## config.mk

```make
export PLATFORM = sky130hd
export DESIGN_NAME = button_conditioner
export DESIGN_NICKNAME = d
export VERILOG_FILES = /design/src/rtl/button_conditioner.sv
export SDC_FILE = /design/constraint.sdc
export NUM_CORES = 1
export LEC_CHECK = 0
export BUFFER_PORTS_ARGS = -buffer_cell sky130_fd_sc_hd__buf_2
export CORE_MARGIN = 2
export CORE_UTILIZATION = 60
export CTS_BUF_LIST = sky130_fd_sc_hd__clkbuf_4
export DETAILED_ROUTE_END_ITERATION = 10
export GPL_ROUTABILITY_DRIVEN = 0
export HOLD_SLACK_MARGIN = 0.05
export PLACE_DENSITY_LB_ADDON = 0.2
export SLEW_MARGIN = 40
export SYNTH_ARGS = -nofsm -noshare
export SYNTH_HDL_FRONTEND = slang
export SYNTH_SLANG_ARGS = --single-unit
```

## constraint.sdc

```tcl
create_clock -name clk -period 3.61 [get_ports clk]
set_input_delay 0.361 -clock clk [delete_from_list [all_inputs] [get_ports clk]]
set_output_delay 0.361 -clock clk [all_outputs]
set_load 0.05 [all_outputs]
```

## src/rtl/button_conditioner.sv

```systemverilog
// button_conditioner
//   Front end for the clock's push buttons. Each of the five raw, asynchronous
//   button levels is synchronised (two flops) and debounced. Every accepted press
//   produces one registered single-cycle pulse. Buttons enabled in REPEAT_MASK
//   also auto-repeat while held.
// Ports
//   clk             system clock, all logic on posedge
//   reset           synchronous, active-low reset
//   raw_*           raw button levels (asynchronous)
//   mode_btn .. set_alarm_btn   press / repeat pulses, one cycle wide
//   held[4:0]       debounced levels {set_alarm,set_timer,add_minute,add_hour,mode}
module button_conditioner #(
    parameter int unsigned DEB_CYCLES    = 2,
    parameter int unsigned HOLD_CYCLES   = 4,
    parameter int unsigned REPEAT_CYCLES = 2,
    parameter logic [4:0]  REPEAT_MASK   = 5'b00110
) (
    input  logic       clk,
    input  logic       reset,
    input  logic       raw_mode,
    input  logic       raw_add_hour,
    input  logic       raw_add_minute,
    input  logic       raw_set_timer,
    input  logic       raw_set_alarm,
    output logic       mode_btn,
    output logic       add_hour,
    output logic       add_minute,
    output logic       set_timer_btn,
    output logic       set_alarm_btn,
    output logic [4:0] held
);

    localparam int unsigned DW   = $clog2(DEB_CYCLES + 1);
    localparam int unsigned HMAX = (HOLD_CYCLES > REPEAT_CYCLES) ? HOLD_CYCLES : REPEAT_CYCLES;
    localparam int unsigned HW   = $clog2(HMAX + 1);

    localparam logic [DW-1:0] DEB_LAST  = DW'(DEB_CYCLES - 1);
    localparam logic [HW-1:0] HOLD_LAST = HW'(HOLD_CYCLES - 1);
    localparam logic [HW-1:0] HOLD_SAT  = HW'(HOLD_CYCLES);
    localparam logic [HW-1:0] REP_LAST  = HW'(REPEAT_CYCLES - 1);

    typedef enum logic [1:0] {StIdle, StPress, StRepeat} state_t;

    logic [4:0]    raw;
    logic [4:0]    sync1_q;
    logic [4:0]    sync2_q;
    logic [4:0]    db_q;
    logic [4:0]    db_d;
    logic [DW-1:0] cnt_q [5];
    logic [DW-1:0] cnt_d [5];
    logic [HW-1:0] hcnt_q [5];
    state_t        state_q [5];
    logic [4:0]    pulse_q;

    assign raw = {raw_set_alarm, raw_set_timer, raw_add_minute, raw_add_hour, raw_mode};

    // Debounce next state: a level change is taken only after the synchronised
    // input has disagreed with the debounced level for DEB_CYCLES edges in a row.
    always_comb begin
        for (int i = 0; i < 5; i++) begin
            db_d[i]  = db_q[i];
            cnt_d[i] = '0;
            if (sync2_q[i] != db_q[i]) begin
                if (cnt_q[i] == DEB_LAST) begin
                    db_d[i] = sync2_q[i];
                end else begin
                    cnt_d[i] = cnt_q[i] + 1'b1;
                end
            end
        end
    end

    // The press FSM looks at db_d so the first pulse is registered on the same
    // edge that the debounced level rises, and release suppresses any pulse due
    // on the falling edge.
    always_ff @(posedge clk) begin
        if (!reset) begin
            sync1_q <= '0;
            sync2_q <= '0;
            db_q    <= '0;
            pulse_q <= '0;
            for (int i = 0; i < 5; i++) begin
                cnt_q[i]   <= '0;
                hcnt_q[i]  <= '0;
                state_q[i] <= StIdle;
            end
        end else begin
            sync1_q <= raw;
            sync2_q <= sync1_q;
            db_q    <= db_d;
            for (int i = 0; i < 5; i++) begin
                cnt_q[i]   <= cnt_d[i];
                pulse_q[i] <= 1'b0;
                case (state_q[i])
                    StIdle: begin
                        hcnt_q[i] <= '0;
                        if (db_d[i] && !db_q[i]) begin
                            pulse_q[i] <= 1'b1;
                            state_q[i] <= StPress;
                        end
                    end
                    StPress: begin
                        if (!db_d[i]) begin
                            state_q[i] <= StIdle;
                            hcnt_q[i]  <= '0;
                        end else if (REPEAT_MASK[i] && hcnt_q[i] == HOLD_LAST) begin
                            pulse_q[i] <= 1'b1;
                            state_q[i] <= StRepeat;
                            hcnt_q[i]  <= '0;
                        end else if (hcnt_q[i] != HOLD_SAT) begin
                            // Saturates for non-repeating buttons held indefinitely.
                            hcnt_q[i] <= hcnt_q[i] + 1'b1;
                        end
                    end
                    StRepeat: begin
                        if (!db_d[i]) begin
                            state_q[i] <= StIdle;
                            hcnt_q[i]  <= '0;
                        end else if (hcnt_q[i] == REP_LAST) begin
                            pulse_q[i] <= 1'b1;
                            hcnt_q[i]  <= '0;
                        end else begin
                            hcnt_q[i] <= hcnt_q[i] + 1'b1;
                        end
                    end
                    default: begin
                        state_q[i] <= StIdle;
                        hcnt_q[i]  <= '0;
                    end
                endcase
            end
        end
    end

    assign mode_btn      = pulse_q[0];
    assign add_hour      = pulse_q[1];
    assign add_minute    = pulse_q[2];
    assign set_timer_btn = pulse_q[3];
    assign set_alarm_btn = pulse_q[4];
    assign held          = db_q;

endmodule

```

-- Word-level counts from Yosys, hierarchy flattened
Memories as Yosys holds them, arrays and structs flattened.
Cells that the tools add are included.
- shifts and indexed selects: 0
- bitwise gates (word level): 64
- muxes and demuxes: 263
- $lt $le $gt $ge: 0
- $add $sub $neg: 10
- multiply operators: 0
- div/mod/pow operators: 0
- reductions and logical operators: 20
- equal/unequal tests: 32
- operators with widths (cell ; count):
    1-bit two-way mux ; 184
    3-bit two-way mux ; 37
    2-bit two-way mux ; 37
    1-bit OR ; 64
    2-bit by 1-bit == test with 1-bit output (second input constant) ; 10
    3-bit by 1-bit adder with 3-bit output (second input constant) ; 5
    3-bit by 1-bit == test with 1-bit output (second input constant) ; 5
    3-bit inequality test (second input constant) ; 5
    3-bit OR reduction ; 5
    2-bit by 1-bit adder with 2-bit output (second input constant) ; 5
    2-bit == test (second input constant) ; 5
    2-bit logical NOT ; 5
    3-bit by 2-bit == test with 1-bit output (second input constant) ; 2
    1-bit case mux with 2 select lines ; 3
    1-bit case mux with 3 select lines ; 2
    1-bit logical AND ; 5
    1-bit logical NOT ; 5
    1-bit inequality test ; 5
- bits in latches: 0
- logic and storage cells: 396
- ROM bits: 0
- flip-flop bits (word level): 20
- RAM bits: 35
- input port bits: 7
- memories: 3
- output and inout bits: 10
- memory list (memory ; depth ; width ; rd ports ; clocked after memory_dff ; write ports ; RTL line ; source):
    hcnt_q ; 5 ; 3 ; 5 ; 0 ; 5 ; 51 ; logic [HW-1:0] hcnt_q [5];
    cnt_q ; 5 ; 2 ; 5 ; 0 ; 5 ; 49 ; logic [DW-1:0] cnt_q [5];
    state_q ; 5 ; 2 ; 5 ; 0 ; 5 ; 52 ; state_t state_q [5];

-- Longest topological paths before layout
- depth after elaboration: 14
- gate-level depth with buffers: 6
- mapped depth without buffers: 6

-- Least setup slack after synthesis
Ideal clock, no wire load.
- path type: register to register
- start: register db_q[3], in the netlist held[3]
- end: memory state_q[0][0] in the netlist's numbering, data pin
- clock period less this slack: 1820 ps
- cell stages (with the launch flop): 5
- library setup time: 274 ps
- data required time: 3336 ps
- buffers on the path: 0
- arrival time: 1546 ps
- slack: 1790 ps
- cell sequence: dfxtp_1 > and4bb_1 > o2bb2ai_1 > a2111oi_2 > a31oi_1
- RTL lines (item ; RTL line ; source):
    from (decl) ; 47 ; logic [4:0] db_q;
    from (signal assigned) ; 80 ; db_q <= '0;
    from (signal assigned) ; 90 ; db_q <= db_d;
    to (decl) ; 52 ;

==> results.cfg <==
[die]
row_count = 20
die_y_microns = 60.7
die_w_microns = 60.7
die-area_sq_um = 3680
core_area_sq_um = 3050
ios = 17
initial_core_util_pct = 63.2

[place]
placed_cell_area_sq_um = 2050
place_hpwl_mm = 2.37
io_buffers = 16
dp_cells = 241

[clock_network]
clk_path_buf_depth = 2
cts_sinks = 43
cts_tree = done
cts_root_buffer = clkbuf_4
cts_buffers = 5
cts.repair.resized = 0
clk_latency_ns = 0.36
h-tree-depth = 2
postCtsHoldBufs = 0
post-cts-setup-buffers = 0
path_clk_slew_ns = 0.12

[timing]
final_max_slew_viol_count = 0
finalCriticalPeriod_ns = 2.01
worstMarginPinSlew_ns = 0.458
timing.fmax_mhz = 498
setup_violations = 0
fin_crit_sh_pct = 55.6
setup_tns_ns = 0
slew_headroom_pct = 69.4
finClkSkew_ns = 0.0142
hold_violations = 0
rsz0062_at_grt = no

[power]
power_w = 0.000834
vdd_drop_max_uv = 258
power.leakage_nw = 0.831
power_density_nw_per_um2 = 397

[synthesis]
synth_seq_cells = 43
synth_most_common_cell = dfxtp_1
synth_seq_area_share_pct = 50.9
yosys-top-cells-count = dfxtp_1, nor2_1, inv_1
yosys_warnings = 0
synth_cell_types = 45
yosys.area.top_type = dfxtp_1
synthCells = 185
yosys-top-cells-area = dfxtp_1, edfxtp_1, ha_1, and2_1, nor2_1
syn-num-nets = 205
synth_top_area_share_pct = 32.2
synthesis.area_sq_um = 1930
avgSynthCellArea_sq_um = 10.4
synth_edf_count = 12
synthFlopType = dfxtp_1
async_reset_ff_share_pct = 0

[global_route]
use_met1_pct = 22.5
grt_pass1_vias = 1299
grt_pass1_wl_mm = 5.41
busiest_layer = met2
antenna_found_initial = 0
met2_usage_pct = 34.4
grt_overflow = 0
grt_max_degree = 27
grtUsageMet3_pct = 8.32
grt_use_total_pct = 20.3

[drt]
vias = 1330
drt_wl_total_mm = 3.12
routed_via_density = 5.34
detail_route.wl_per_cell_microns = 12.5
ant_nets = 0
dr.pass1.iters = 4
drc = 0
drt-initial-drc-count = 69

[finish]
drive_gt1_share_pct = 16.1
nets = 224
n_antenna_cell = 0
final_cell_area_sq_um = 2100
nFillCells = 251
final_util_pct = 68.8
finalNonFillerCells = 249
areaGrowthSynthToFinish_pct = 8.89

[worst_setup_path]
end_kind = flip-flop
critPathMaxFanout = 4
path_class = reg -> reg
cp_common_cell = ha_1
cp_slowest_cell = edfxtp_1
r2r_start = hcnt_q[1][0]
critical_path_buf_inv_count = 0
crit_path_max_incr_delay_ns = 0.44
arrival_ns = 2.09
crit_path_start = hcnt_q[1][0]
required_ns = 3.70
cp-start-kind = flip-flop
crit_family = compound AO/OA/AOI/OAI gates
path_cells = ha_1 > ha_1 > o21ai_0 > a21oi_1 > a2111oi_2 > a31oi_1

[run_status]
status = finished, final reports clean

[worst_hold_path]
hold_class = in -> reg
worstHoldStart = raw_set_alarm

[run]
maxCapViolCount = 0
## layout make-up
class,count,area [sq um],area share (%)
flip-flops and latches,43,981,46.7
multi-input cells,121,867,41.3
repair buffers,16,80.1,3.81
inverters,17,63.8,3.04
well taps,44,55.1,2.62
clock buffers,6,45.0,2.15
clock inverters,2,7.51,0.358
## path summary, 6_finish.rpt
kind	endpoint	slack [ns]	cells after the start
worst max-delay path	state_q[0][0]	1.60	6
worst min register to register	cnt_q[0][2]	0.43	1
worst min-delay path	sync1_q[4]	0.21	2
worst max register to register	state_q[0][0]	1.60	6
## kinds of logic (layout without fill, tap and decap cells)
| kind of cell | count (synthesis) | in the layout | synth area share [%] |
|---|---|---|---|
| buf+inv | 21 | 41 | 4.15 |
| flops | 43 | 43 | 50.9 |
| fa+ha+maj | 13 | 13 | 8.44 |
| xor+xnor | 5 | 5 | 2.27 |
| compound gates | 26 | 26 | 9.41 |
| mux | 6 | 6 | 3.50 |
| simple gates | 71 | 71 | 21.4 |
## registers in the layout, indices dropped and copies added, names as in the netlist
signal	cells
cnt_q	10
hcnt_q	6
held	5
pulse_q	5
state_q	7
sync1_q	5
sync2_q	5
## stage by stage
stage | setup slack (ns) | hold slack [ns]
final | 1.60 | 0.209
after floorplan | 1.79 | 0.397
after detailed placement | 1.66 | 0.416
after global routing | 1.50 | 0.183
after CTS | 1.62 | 0.195
after global placement | 1.69 | 0.406
## cell usage in the layout (no fill, tap or decap), drive strengths merged, types with 2 or more instances in the layout
cell type / netlist / layout
nor4: 2 / 2
nor3b: 4 / 4
clkbuf: 3 / 6
o21ai: 5 / 5
nand2: 7 / 7
ha: 13 / 13
a31oi: 6 / 6
nor2b: 4 / 4
nand3: 3 / 3
mux2i: 3 / 3
xnor2: 4 / 4
nor2: 22 / 22
and3: 3 / 3
edfxtp: 12 / 12
dfxtp: 31 / 31
buf: 1 / 16
and2: 15 / 15
or3: 5 / 5
o22ai: 2 / 2
clkinv: 0 / 2
inv: 17 / 17
mux2: 3 / 3
a21oi: 3 / 3
## per-layer routing
metal / wire [microns] / vias up
li1: - / 679
met1: 1300 / 623
met2: 1620 / 20
met3: 131 / 8
met4: 70 / 0
met5: 0 / -
## power by group
group,internal (W),leakage (nW),switching [W],total (W)
Clock,0.0000798,0.0307,0.000147,0.000227
Combinational,0.0000311,0.413,0.0000387,0.0000698
Sequential,0.000517,0.388,0.0000199,0.000537
(Power assumes the default switching activity.)
